`src/rtl/ni_inject.sv`:
```
// NoC network-interface injection stage: PE flits are buffered in a FIFO and
// optionally timestamped. They are then forwarded to the router under credit-based flow control.
module ni_inject #(
  parameter int unsigned FLIT_W  = 38,
  parameter int unsigned DEPTH   = 4,
  parameter int unsigned CREDITS = 8,
  parameter bit          STAMP   = 1'b1
) (
  input  logic                     clk,
  input  logic                     rst,
  input  logic [FLIT_W-1:0]        i_data,
  input  logic                     i_data_valid,
  output logic                     o_data_ready,
  output logic [FLIT_W-1:0]        o_flit,
  output logic                     o_flit_valid,
  input  logic                     i_credit,
  output logic [31:0]              o_sent_count,
  output logic [$clog2(DEPTH):0]   o_level,
  output logic                     o_credit_err
);

  localparam int unsigned AW = $clog2(DEPTH);
  localparam int unsigned LW = AW + 1;
  localparam int unsigned CW = $clog2(CREDITS + 1);
  // The valid and vc bits are forced on output, so only tail/dest/payload are stored
  localparam int unsigned SW = FLIT_W - 2;

  logic [SW-1:0] mem [DEPTH];
  logic [AW-1:0] wr_ptr;
  logic [AW-1:0] rd_ptr;
  logic [LW-1:0] level;
  logic [CW-1:0] credits;
  logic [31:0]   cyc;
  logic          push;
  logic          pop;
  logic [SW-1:0] wr_word;
  logic [SW-1:0] head;
  logic          unused_bits;

  assign unused_bits  = ^{i_data[FLIT_W-1], i_data[32]};
  assign o_data_ready = !rst && (level != LW'(DEPTH));
  assign push         = i_data_valid && o_data_ready;
  // A credit arriving this cycle may enable a pop at the same edge
  assign pop          = (level != '0) && ((credits != '0) || i_credit);
  assign head         = mem[rd_ptr];
  assign o_level      = level;

  always_comb begin
    wr_word = {i_data[FLIT_W-2:33], i_data[31:0]};
    if (STAMP) wr_word[31:0] = cyc;
  end

  always_ff @(posedge clk) begin
    if (push) mem[wr_ptr] <= wr_word;
  end

  always_ff @(posedge clk) begin
    if (rst) begin
      wr_ptr       <= '0;
      rd_ptr       <= '0;
      level        <= '0;
      credits      <= CW'(CREDITS);
      cyc          <= '0;
      o_flit       <= '0;
      o_flit_valid <= 1'b0;
      o_sent_count <= '0;
      o_credit_err <= 1'b0;
    end else begin
      cyc <= cyc + 32'd1;
      if (push) wr_ptr <= wr_ptr + AW'(1);
      if (pop)  rd_ptr <= rd_ptr + AW'(1);

      case ({push, pop})
        2'b10:   level <= level + LW'(1);
        2'b01:   level <= level - LW'(1);
        default: level <= level;
      endcase

      if (pop) begin
        o_flit       <= {1'b1, head[SW-1:32], 1'b0, head[31:0]};
        o_flit_valid <= 1'b1;
        o_sent_count <= o_sent_count + 32'd1;
      end else begin
        o_flit_valid <= 1'b0;
      end

      if (pop && !i_credit) begin
        credits <= credits - CW'(1);
      end else if (i_credit && !pop) begin
        if (credits == CW'(CREDITS)) o_credit_err <= 1'b1;
        else                         credits      <= credits + CW'(1);
      end
    end
  end

endmodule

```
`config.mk`:
```
export PLATFORM = sky130hd
export DESIGN_NAME = ni_inject
export DESIGN_NICKNAME = d
export VERILOG_FILES = /design/src/rtl/ni_inject.sv
export SDC_FILE = /design/constraint.sdc
export NUM_CORES = 1
export LEC_CHECK = 0
export ABC_AREA = 1
export CAP_MARGIN = 20
export CORE_MARGIN = 10
export CORE_UTILIZATION = 55
export CTS_BUF_LIST = sky130_fd_sc_hd__clkbuf_8
export CTS_CLUSTER_SIZE = 24
export DETAILED_ROUTE_END_ITERATION = 10
export PLACE_DENSITY = 0.83
export SLEW_MARGIN = 20
export SYNTH_ARGS = -nofsm -noshare
export SYNTH_HDL_FRONTEND = slang
export SYNTH_SLANG_ARGS = --single-unit
```
`constraint.sdc`:
```
create_clock -name clk -period 4.4 [get_ports clk]
set_input_delay 0.88 -clock clk [delete_from_list [all_inputs] [get_ports clk]]
set_output_delay 0.88 -clock clk [all_outputs]
set_load 0.005 [all_outputs]
```
==> flow_summary.json <==
{
  "cts_tree": "built",
  "synth-seq-cells": 258,
  "final_layout_size_suffix_gt1_share_pct": 8.44,
  "dp_hpwl_um": 14500,
  "arrival_ns": 2.15,
  "via_per_inst": 5.28,
  "hold_buffers": 0,
  "p_sw_share_pct": 31.2,
  "die_y_um": 160,
  "synth_fp_nets": 1213,
  "wl_per_cell_um": 14.9,
  "io_pins": 118,
  "design.core.area_um2": 19400,
  "cts_inserted_buffers": 40,
  "yosysMostFrequentCell": "nor2_1",
  "crit_path_frequent_cell": "clkdlybuf4s50_1",
  "crit_chain": "clkdlybuf4s50_1 > a31oi_1 > clkdlybuf4s50_1",
  "fin_skew_ns": 0.0238,
  "yosysTopAreaCell": "edfxtp_1",
  "dr.pass1.iters": 5,
  "fin_crit_ns": 3.03,
  "yosysTopAreaCellShare_pct": 40.0,
  "p_leak_nw": 4.44,
  "max_stage_delay_ns": 0.55,
  "clockRootBuffer": "clkbuf_8",
  "clock_power_share_pct": 30.0,
  "slowest_stage": "clkdlybuf4s50_1",
  "drc": 0,
  "fmax_mhz": 330,
  "grt_use_total_pct": 17.6,
  "pre_cts_ws_ns": 0.977,
  "ys_types": 36,
  "mappedNetlistArea_um2": 10800,
  "stdcell_count": 1545,
  "drt_iter0_markers": 479,
  "status": "completed",
  "syn_inst": 1159,
  "initial_utilization_pct": 55.7,
  "area.growth.synth_to_final_pct": 17.0,
  "rsz0062_at_grt": "no",
  "switchingPower_mw": 2.03,
  "hold_viol_final": 0,
  "hp-class": "reg2reg",
  "nets": 1302,
  "p_int_mw": 4.47,
  "setup_slack_ns": 1.37,
  "cp.required_ns": 3.52,
  "power_frac_seq_pct": 45.4,
  "cts_htree_levels": 2,
  "die_area_um2": 25700,
  "detail-route-antenna-nets": 0,
  "ctsLongestPathBuffers": 3,
  "synth_area_leaders": "edfxtp_1 (40%), dfxtp_1 (21%), nor2_1 (9.4%)",
  "worstSetupStartpointType": "primary input",
  "path_class": "in2out",
  "grt_start_max_net_pins": 74,
  "drv_slew": 0,
  "comb_power_share_pct": 24.7,
  "routed_wirelength_um": 23100,
  "period_share_pct": 68.9,
  "synth_commonest_cells": "nor2_1 (270), nand2_1 (164), edfxtp_1 (144), dfxtp_1 (114), o21ai_0 (110)",
  "antenna_cells": 0,
  "overflow": 0,
  "synthArstFlopShare_pct": 0,
  "yosysSeqAreaShare_pct": 61.1,
  "crit_fanout": 4,
  "vdd_drop_max_mv": 0.416,
  "setup_viol": 0,
  "synth_edf_count": 144,
  "placement.io_buffers": 82,
  "cts.clk_slew.worst_paths_ns": 0.07,
  "fillers": 1499,
  "dp.cells": 1471,
  "clkLatencyLatePin_ns": 0.54,
  "slew_headroom_pct": 29.7,
  "cts_setup_buffers": 0,
  "cts_resized": 0,
  "setup_tns_ns": 0,
  "yosys_warnings": 0,
  "grt_pass1_wl_um": 37900,
  "grt_pass1_vias": 7918,
  "num_rows": 51,
  "end_kind": "output pin",
  "antenna_found_initial": 0,
  "cts.sinks": 258,
  "vias": 8160,
  "maxCapViolations": 0,
  "avgSynthCellArea_um2": 9.33,
  "synth_flop_cell": "edfxtp_1",
  "tightest_slew_ns": 1.05,
  "power_density_nw_per_um2": 514,
  "die_width_um": 160,
  "place.gp.congestion": 0.859
}
==> power groups by stage <==
stage               registers, mW  clock network [mW]  logic, mW
detailed placement           3.00                   0       1.61
finish                       2.95                1.95       1.60
global placement             2.99                   0       1.56
global route                 2.98                2.11       1.82
floorplan                    2.95                   0       1.08
CTS                          2.95                1.97       1.62
==> state kept, by name, summed over array words and instances (netlist names) <==
signal / count
mem: 144
wr_ptr: 2
cyc: 32
o_flit_valid: 1
o_credit_err: 1
credits: 4
rd_ptr: 2
o_level: 3
o_sent_count: 32
o_flit: 37
==> cells by family after synthesis <==
| group | synth area share, % |
|---|---|
| compound gates | 11.0 |
| xor+xnor | 0.729 |
| fa+ha+maj | 1.46 |
| buf+inv | 5.07 |
| flops | 61.1 |
| other cells | 0.0347 |
| simple gates | 20.6 |
==> cell type report <==
| cell class | count | area (µm²) | area share, % |
|---|---|---|---|
| flip-flops and latches | 258 | 6610 | 52.2 |
| multi-input cells | 771 | 3680 | 29.1 |
| repair buffers | 94 | 911 | 7.20 |
| clock buffers | 48 | 661 | 5.22 |
| well taps | 265 | 332 | 2.62 |
| inverters | 83 | 312 | 2.46 |
| clock inverters | 26 | 143 | 1.13 |
==> per-stage QoR <==
stage          utilization (%)  instance area, µm²  hold WS (ns)  total power, mW
2_1_floorplan                -               10800         0.447             4.03
3_3_place_gp              61.1               11800         0.442             4.55
3_5_place_dp              61.1               11800         0.444             4.61
4_1_cts                   65.2               12600         0.455             6.55
5_1_grt                   65.2               12600         0.495             6.90
6_report                  65.2               12600         0.452             6.50
==> cell usage in the layout (no fill, tap or decap), drive strengths merged, types with 39 or more instances in the layout <==
master,Yosys,layout
a21oi,50,50
clkbuf,21,48
clkdlybuf4s50,0,82
dfxtp,114,114
edfxtp,144,144
inv,83,96
nand2,168,168
nand3,39,39
nor2,287,287
o21ai,133,133
==> layer usage <==
metal	up-vias	part of all wire, %	wire, µm	track usage, %
met5	-	0	0	0
li1	4085	-	-	-
met2	233	50	11500	30.4
met3	29	6.1	1420	4.04
met1	3813	42	9800	21.1
met4	0	1.6	365	6.09
==> worst paths after layout <==
kind / startpoint / to / slack, ns / cells after the start
max: rst / o_data_ready / 1.37 / 3
min: o_credit_err / o_credit_err / 0.45 / 2
max reg2reg: o_level[1] / credits[2] / 1.87 / 13
min reg2reg: o_credit_err / o_credit_err / 0.45 / 2
==> critical path: cells and delay by family <==
kind                   cells  cell delay, ns
AOI/OAI and AO/OA          1            0.23
buffers and inverters      2            1.04
(Power assumes the default switching activity.)
